## src/rtl/led_sensor_io_pkg.sv

```systemverilog
// rtl/led_sensor_io_pkg.sv - opcodes, FSM states and reset constants for led_sensor_io
package led_sensor_io_pkg;

  typedef enum logic [1:0] {
    OP_LED_WR    = 2'b00,
    OP_CAP_RD    = 2'b01,
    OP_HIT_RDCLR = 2'b10,
    OP_THR_WR    = 2'b11
  } op_e;

  typedef enum logic [1:0] {
    ST_IDLE = 2'b00,
    ST_WAIT = 2'b01,
    ST_RESP = 2'b10
  } state_e;

  // Threshold reset value: nothing can compare >= all-ones except all-ones itself.
  localparam logic [31:0] THR_RST = 32'hFFFF_FFFF;

  localparam int CNT_W = 2;

endpackage

```

## src/rtl/led_sensor_io_if.sv

```systemverilog
// rtl/led_sensor_io_if.sv - request/response handshake bundle between execute and led_sensor_io
interface led_sensor_io_if #(
  parameter int CH_W = 4
);
  logic            req_valid;
  logic [1:0]      req_op;
  logic [CH_W-1:0] req_ch;
  logic [31:0]     req_data;
  logic            busy;
  logic            rsp_valid;
  logic [31:0]     rsp_data;
  logic            rsp_err;

  modport master (
    output req_valid, req_op, req_ch, req_data,
    input  busy, rsp_valid, rsp_data, rsp_err
  );

  modport slave (
    input  req_valid, req_op, req_ch, req_data,
    output busy, rsp_valid, rsp_data, rsp_err
  );
endinterface

```

## src/rtl/led_sensor_io_sensor_sync.sv

```systemverilog
// rtl/led_sensor_io_sensor_sync.sv - multi-flop synchroniser for one asynchronous sensor word
module sensor_sync #(
  parameter int WIDTH = 32,
  parameter int DEPTH = 2
) (
  input  logic             clock,
  input  logic             reset_n,
  input  logic [WIDTH-1:0] d_i,
  output logic [WIDTH-1:0] q_o
);

  logic [WIDTH-1:0] stage_q [DEPTH];

  always_ff @(posedge clock or negedge reset_n) begin
    if (!reset_n) begin
      for (int i = 0; i < DEPTH; i++) begin
        stage_q[i] <= '0;
      end
    end else begin
      stage_q[0] <= d_i;
      for (int i = 1; i < DEPTH; i++) begin
        stage_q[i] <= stage_q[i-1];
      end
    end
  end

  assign q_o = stage_q[DEPTH-1];

endmodule

```

## src/rtl/led_sensor_io.sv

```systemverilog
// rtl/led_sensor_io.sv - LED command / capacitive sensor I/O unit; LED_SENSOR_IO_IRQ_EN adds irq_mask/irq
module led_sensor_io
  import led_sensor_io_pkg::*;
#(
  parameter int NUM_CH      = 9,
  parameter int LED_W       = 16,
  parameter int SENS_W      = 32,
  parameter int SYNC_STAGES = 2,
  parameter int CH_W        = 4
) (
  input  logic                     clock,
  input  logic                     reset_n,
  led_sensor_io_if.slave           bus,
  input  logic [NUM_CH*SENS_W-1:0] sensor_readings,
  output logic [NUM_CH*LED_W-1:0]  led_commands,
  output logic [NUM_CH-1:0]        hit_flags
`ifdef LED_SENSOR_IO_IRQ_EN
  ,
  input  logic [NUM_CH-1:0]        irq_mask,
  output logic                     irq
`endif
);

  logic [NUM_CH-1:0][SENS_W-1:0] sync;
  logic [NUM_CH-1:0][LED_W-1:0]  led_q,  led_d;
  logic [NUM_CH-1:0][SENS_W-1:0] thr_q,  thr_d;
  logic [NUM_CH-1:0]             hit_q,  hit_d;

  state_e          state_q;
  op_e             op_q;
  logic [CH_W-1:0] ch_q;
  logic [CNT_W-1:0] cnt_q;
  logic            busy_q;
  logic            rsp_valid_q;
  logic [31:0]     rsp_data_q;
  logic            rsp_err_q;

  op_e             req_op;
  logic [CH_W-1:0] req_ch;
  logic            req_ch_ok;
  logic            ch_ok;
  logic            accept;
  logic            resp_edge;
  logic            hit_clr;
  logic [31:0]     rd_data;
  logic            unused_req_data;

  assign req_op          = op_e'(bus.req_op);
  assign req_ch          = bus.req_ch;
  assign req_ch_ok       = 32'(req_ch) < NUM_CH;
  assign ch_ok           = 32'(ch_q) < NUM_CH;
  assign accept          = (state_q == ST_IDLE) && bus.req_valid;
  assign resp_edge       = (state_q == ST_WAIT) && (cnt_q == CNT_W'(1));
  assign hit_clr         = resp_edge && (op_q == OP_HIT_RDCLR);
  assign unused_req_data = ^bus.req_data;

  for (genvar k = 0; k < NUM_CH; k++) begin : g_sync
    sensor_sync #(
      .WIDTH (SENS_W),
      .DEPTH (SYNC_STAGES)
    ) u_sync (
      .clock   (clock),
      .reset_n (reset_n),
      .d_i     (sensor_readings[k*SENS_W +: SENS_W]),
      .q_o     (sync[k])
    );
  end

  always_comb begin
    rd_data = '0;
    for (int k = 0; k < NUM_CH; k++) begin
      if (ch_q == CH_W'(k)) begin
        rd_data = (op_q == OP_CAP_RD) ? 32'(sync[k]) : {31'b0, hit_q[k]};
      end
    end
  end

  // Out-of-range channels never match any k, so bad writes fall through untouched.
  always_comb begin
    led_d = led_q;
    thr_d = thr_q;
    hit_d = hit_q;
    for (int k = 0; k < NUM_CH; k++) begin
      if (accept && req_ch == CH_W'(k)) begin
        if (req_op == OP_LED_WR) led_d[k] = bus.req_data[LED_W-1:0];
        if (req_op == OP_THR_WR) thr_d[k] = bus.req_data[SENS_W-1:0];
      end
      if (hit_clr && ch_q == CH_W'(k)) hit_d[k] = 1'b0;
      if (sync[k] >= thr_q[k])         hit_d[k] = 1'b1;
    end
  end

  always_ff @(posedge clock or negedge reset_n) begin
    if (!reset_n) begin
      led_q <= '0;
      thr_q <= {NUM_CH{THR_RST[SENS_W-1:0]}};
      hit_q <= '0;
    end else begin
      led_q <= led_d;
      thr_q <= thr_d;
      hit_q <= hit_d;
    end
  end

  always_ff @(posedge clock or negedge reset_n) begin
    if (!reset_n) begin
      state_q     <= ST_IDLE;
      op_q        <= OP_LED_WR;
      ch_q        <= '0;
      cnt_q       <= '0;
      busy_q      <= 1'b0;
      rsp_valid_q <= 1'b0;
      rsp_data_q  <= '0;
      rsp_err_q   <= 1'b0;
    end else begin
      rsp_valid_q <= 1'b0;
      rsp_err_q   <= 1'b0;
      case (state_q)
        ST_IDLE: begin
          if (bus.req_valid) begin
            case (req_op)
              OP_LED_WR, OP_THR_WR: rsp_err_q <= !req_ch_ok;
              default: begin
                op_q    <= req_op;
                ch_q    <= req_ch;
                cnt_q   <= CNT_W'(SYNC_STAGES - 1);
                busy_q  <= 1'b1;
                state_q <= ST_WAIT;
              end
            endcase
          end
        end
        ST_WAIT: begin
          cnt_q <= cnt_q - CNT_W'(1);
          // Counter reaching zero on this edge: response registers load now.
          if (resp_edge) begin
            state_q     <= ST_RESP;
            busy_q      <= 1'b0;
            rsp_valid_q <= 1'b1;
            rsp_err_q   <= !ch_ok;
            rsp_data_q  <= ch_ok ? rd_data : 32'd0;
          end
        end
        ST_RESP: state_q <= ST_IDLE;
        default: state_q <= ST_IDLE;
      endcase
    end
  end

  assign led_commands  = led_q;
  assign hit_flags     = hit_q;
  assign bus.busy      = busy_q;
  assign bus.rsp_valid = rsp_valid_q;
  assign bus.rsp_data  = rsp_data_q;
  assign bus.rsp_err   = rsp_err_q;

`ifdef LED_SENSOR_IO_IRQ_EN
  logic irq_q;

  always_ff @(posedge clock or negedge reset_n) begin
    if (!reset_n) irq_q <= 1'b0;
    else          irq_q <= |(hit_q & irq_mask);
  end

  assign irq = irq_q;
`endif

endmodule

```

## src/flat_wrapper.sv

```systemverilog
// flat-port wrapper written by rule: the top's interface ports become plain ports
module led_sensor_io_flat import led_sensor_io_pkg::*;
#(
  parameter int NUM_CH      = 9,
  parameter int LED_W       = 16,
  parameter int SENS_W      = 32,
  parameter int SYNC_STAGES = 2,
  parameter int CH_W        = 4
)
  (clock, reset_n, sensor_readings, led_commands, hit_flags, bus_req_valid, bus_req_op, bus_req_ch, bus_req_data, bus_busy, bus_rsp_valid, bus_rsp_data, bus_rsp_err);
  led_sensor_io_if #(.CH_W(CH_W)) bus_i ();
  input  logic clock;
  input  logic reset_n;
  input  logic [NUM_CH*SENS_W-1:0] sensor_readings;
  output logic [NUM_CH*LED_W-1:0] led_commands;
  output logic [NUM_CH-1:0] hit_flags;
  input wire logic [$bits(bus_i.req_valid)-1:0] bus_req_valid;
  input wire logic [$bits(bus_i.req_op)-1:0] bus_req_op;
  input wire logic [$bits(bus_i.req_ch)-1:0] bus_req_ch;
  input wire logic [$bits(bus_i.req_data)-1:0] bus_req_data;
  output wire logic [$bits(bus_i.busy)-1:0] bus_busy;
  output wire logic [$bits(bus_i.rsp_valid)-1:0] bus_rsp_valid;
  output wire logic [$bits(bus_i.rsp_data)-1:0] bus_rsp_data;
  output wire logic [$bits(bus_i.rsp_err)-1:0] bus_rsp_err;
  assign bus_i.req_valid = bus_req_valid;
  assign bus_i.req_op = bus_req_op;
  assign bus_i.req_ch = bus_req_ch;
  assign bus_i.req_data = bus_req_data;
  assign bus_busy = bus_i.busy;
  assign bus_rsp_valid = bus_i.rsp_valid;
  assign bus_rsp_data = bus_i.rsp_data;
  assign bus_rsp_err = bus_i.rsp_err;
  led_sensor_io #(.NUM_CH(NUM_CH), .LED_W(LED_W), .SENS_W(SENS_W), .SYNC_STAGES(SYNC_STAGES), .CH_W(CH_W)) u_core (.clock(clock), .reset_n(reset_n), .bus(bus_i), .sensor_readings(sensor_readings), .led_commands(led_commands), .hit_flags(hit_flags));
endmodule
```

## config.mk

```make
export PLATFORM = sky130hd
export DESIGN_NAME = led_sensor_io_flat
export DESIGN_NICKNAME = d
export VERILOG_FILES = /design/src/rtl/led_sensor_io_pkg.sv /design/src/rtl/led_sensor_io_if.sv /design/src/rtl/led_sensor_io_sensor_sync.sv /design/src/rtl/led_sensor_io.sv /design/src/flat_wrapper.sv
export SDC_FILE = /design/constraint.sdc
export NUM_CORES = 2
export LEC_CHECK = 0
export ABC_AREA = 0
export CORE_ASPECT_RATIO = 1.5
export CORE_UTILIZATION = 60
export DETAILED_ROUTE_END_ITERATION = 12
export PLACE_DENSITY_LB_ADDON = 0.08
export SLEW_MARGIN = 15
export SYNTH_ARGS = -nofsm -noshare
export SYNTH_HDL_FRONTEND = slang
export SYNTH_SLANG_ARGS = --single-unit
```

## constraint.sdc

```tcl
create_clock -name clock -period 6.25 [get_ports clock]
set_input_delay 1.25 -clock clock [delete_from_list [all_inputs] [get_ports clock]]
set_output_delay 1.25 -clock clock [all_outputs]
set_load 0.02 [all_outputs]
```

==> summary.txt <==
Outcome: completed
Top_reg_cell synth: dfrtp_1
Synthesized area per cell: 13.89 sq um
Post-synth EDFFs: 0
FF+latch area: 26,940 sq um
Number of distinct library cells after synthesis: 66
Gr ovfl total: 0
RSZ-0062 raised after global routing: no
Core Footprint: 69,390 sq um
Ys Warns: 0
CTS Buffer Depth: 3
Die area: 71,570 sq um
Worst hold path depth: 0
Max Freq: 311.8 MHz
Setup tns final: 0 ps
# port buffers: 516
Seq/Total Area, Yosys: 63.69%
DRT iter0 DRCs: 1,848
Filler Cells Inserted: 4,557
Data arrival time of the worst path: 3780 ps
Hold WC Path Type: reg -> reg
Gpl congestion: 0.9303
Combined area of the multi-input logic cells: 13,710 sq um
R2R depth: 7
Critical path data required time: 6820 ps
Hold Vio Cnt, Final: 0
Max rail drop VDD: 345.6 uV
H-tree levels: 3
First-pass GRT wire length: 175,100 um
CP Class: reg -> reg
Std-Cell Rows: 118
Total GRT Usage: 33.73%
Crit path max fanout: 35
Max Cap Viol: 0
Post-Route WL: 118,200 um
Slew HR: 21.27%
Nets: 4,222
Slew of the pin with the lowest slew margin: 1180 ps
Clock transition at path regs: 70 ps
Slew Viols, Final: 0
Residual DRC: 0
Fin crit share: 51.32%
Power density over the cells: 360.8 nW/um^2
Setup-failing EPs final: 0
Share of layout cells above drive strength 1: 25.56%
Cell area after synthesis: 42,290 sq um
Mapped Nets: 3,665
Vias/cell: 5.814
Via count: 26,690
Starting Density: 60.94%
Synth Register Bits: 1,062
CP endpoint kind: register
Crit path time final: 3207 ps
Post-CTS Repair Setup Buffers: 0
Leakage: 22.64 nW
Post-cts hold buffer count: 0
CTS Buf Count: 94
Cts repair resizes: 0
Sink Count: 1,062
Async SR Flop Fraction: 100.0%
Die Wd: 218.8 um
Post-route ant nets: 0
Synthesized netlist cell count: 3,045
Synthesis-to-layout area growth: 22.41%
Largest net degree at the start of global routing: 178
Die height: 327.2 um
I/O pins: 517
Initial DRT Pass Iterations: 5
Vias in the first global route: 29,120
Placed wire-length estimate: 84,970 um
Worst setup SP type: register
Initial antenna violation count: 15
Clk root buf: clkbuf_16
Worst hold slack: 339.0 ps
Clk_skew: 21.74 ps
CTS tree: done
Clk_lat worst skew: 670 ps
WL/cell: 25.76 um
## critical path, cell delays in order (launching register included)
cell     delay (ps)
dfrtp_2         430
buf_4           530
nand2_1         330
nor2_2          990
a22oi_1         170
o21ai_0         180
nand2_1         170
a41oi_1         290
## worst paths after layout
check                                               startpoint                                   to  slack [ps]
setup / recovery                                u_core.ch_q[1]               u_core.bus.rsp_data[7]        3040
hold reg to reg            u_core.g_sync[7].u_sync.stage_q[47]      u_core.g_sync[7].u_sync.q_o[15]         340
max in group asynchronous                              reset_n  u_core.g_sync[7].u_sync.stage_q[41]        4270
setup reg to reg                                u_core.ch_q[1]               u_core.bus.rsp_data[7]        3040
min in group asynchronous                              reset_n  u_core.g_sync[1].u_sync.stage_q[57]         530
hold / removal             u_core.g_sync[7].u_sync.stage_q[47]      u_core.g_sync[7].u_sync.q_o[15]         340
## metrics by stage
stage / utilization, % / worst slack (ps) / instances / area (sq um) / power (mW)
floorplan: - / 3640 / 3045 / 42290 / 10.79
global placement: 69.93 / 2699 / 4406 / 48530 / 12.57
detailed placement: 69.93 / 2599 / 4406 / 48530 / 12.74
CTS: 74.57 / 3113 / 4582 / 51740 / 18.76
global route: 74.57 / 2883 / 4583 / 51750 / 19.47
finish: 74.60 / 3043 / 4591 / 51770 / 18.68
## metal layers
metal | up-vias | GRT usage (%) | wire (um)
met5 | - | 0 | 89
met4 | 12 | 22.00 | 8541
met3 | 362 | 7.354 | 7906
met2 | 1016 | 56.86 | 59030
met1 | 13600 | 38.62 | 42680
li1 | 11710 | - | -
## synthesized netlist by cell type, types with 6 or more instances
master / n / area (sq um)
dfrtp_1: 774 / 19370
mux2_2: 421 / 4741
inv_1: 295 / 1107
ha_1: 291 / 3641
dfstp_2: 288 / 7567
a21oi_1: 135 / 675.7
nand2_1: 99 / 371.6
nor2_1: 99 / 371.6
o21ai_0: 86 / 430.4
a22oi_1: 70 / 525.5
buf_2: 46 / 230.2
nand4_1: 44 / 275.3
a21o_1: 38 / 285.3
mux2i_1: 34 / 340.3
clkbuf_1: 31 / 116.4
a41oi_1: 26 / 227.7
nor2b_1: 23 / 143.9
nand3_1: 22 / 110.1
a211oi_1: 18 / 135.1
mux2_1: 18 / 202.7
buf_4: 17 / 127.6
nor3_1: 16 / 80.08
a31oi_1: 13 / 81.33
nand2b_1: 13 / 81.33
and3_1: 12 / 75.07
o31ai_1: 11 / 82.58
a211o_1: 10 / 87.58
nand2_2: 6 / 37.54
nor4_1: 6 / 37.54
o211ai_1: 6 / 45.04
## flip-flops by register name, indices dropped and copies added (netlist names)
signal                        cells
u_core.bus.rsp_err                1
u_core.hit_flags                  9
u_core.bus.rsp_data              32
u_core.bus.busy                   1
u_core.state_q                    2
u_core.ch_q                       4
u_core.g_sync.u_sync.stage_q    288
u_core.led_commands             144
u_core.g_sync.u_sync.q_o        288
u_core.cnt_q                      2
u_core.bus.rsp_valid              1
u_core.thr_q                    288
u_core.op_q                       2
## cells by family (layout without fill, tap and decap cells)
kind of cell / after synthesis / in the layout / share of synthesized area (%)
simple gates: 367 / 367 / 4.275
mux: 476 / 476 / 12.65
flops: 1062 / 1062 / 63.69
other cells: 0 / 9 / 0
compound gates: 450 / 450 / 6.843
buf+inv: 399 / 1036 / 3.923
fa+ha+maj: 291 / 291 / 8.610
## layout make-up
class                           count  share of cell area, %
Antenna cell                        9                0.04351
Clock buffer                      127                  5.259
Clock inverter                     49                 0.9571
Inverter                          296                  2.146
Multi-Input combinational cell   1584                  26.48
Sequential cell                  1062                  52.04
Tap cell                          900                  2.175
Timing Repair Buffer              564                  10.90
## where the power goes
group | switching [mW] | internal, mW | total, mW
Combinational | 2.35 | 1.85 | 4.20
Sequential | 0.577 | 7.92 | 8.50
Clock | 2.57 | 3.40 | 5.98
Total | 5.50 | 13.2 | 18.7
## cell usage in the layout (no fill, tap or decap), drive strengths merged, types with 5 or more instances in the layout
| cell type | Yosys | final |
|---|---|---|
| nand4 | 44 | 44 |
| a21oi | 135 | 135 |
| nor4 | 6 | 6 |
| nor2b | 23 | 23 |
| inv | 295 | 296 |
| clkinv | 1 | 32 |
| mux2 | 439 | 439 |
| o31ai | 11 | 11 |
| or3 | 5 | 5 |
| dfstp | 288 | 288 |
| nor2 | 101 | 101 |
| nand2 | 105 | 105 |
| o21ai | 86 | 86 |
| diode | 0 | 9 |
| nand2b | 14 | 14 |
| bufinv | 0 | 8 |
| a22oi | 70 | 70 |
| a222oi | 5 | 5 |
| clkbuf | 33 | 127 |
| buf | 70 | 49 |
| a211oi | 18 | 18 |
| dfrtp | 774 | 774 |
| a31oi | 13 | 13 |
| a2111oi | 5 | 5 |
| ha | 291 | 291 |
| nand3 | 23 | 23 |
| a21o | 38 | 38 |
| a41oi | 26 | 26 |
| clkinvlp | 0 | 9 |
| clkdlybuf4s50 | 0 | 515 |
| o22ai | 5 | 5 |
| o211ai | 6 | 6 |
| mux2i | 34 | 34 |
| a211o | 10 | 10 |
| nor3 | 21 | 21 |
| and3 | 12 | 12 |
Power figures use the tool's default switching activity.
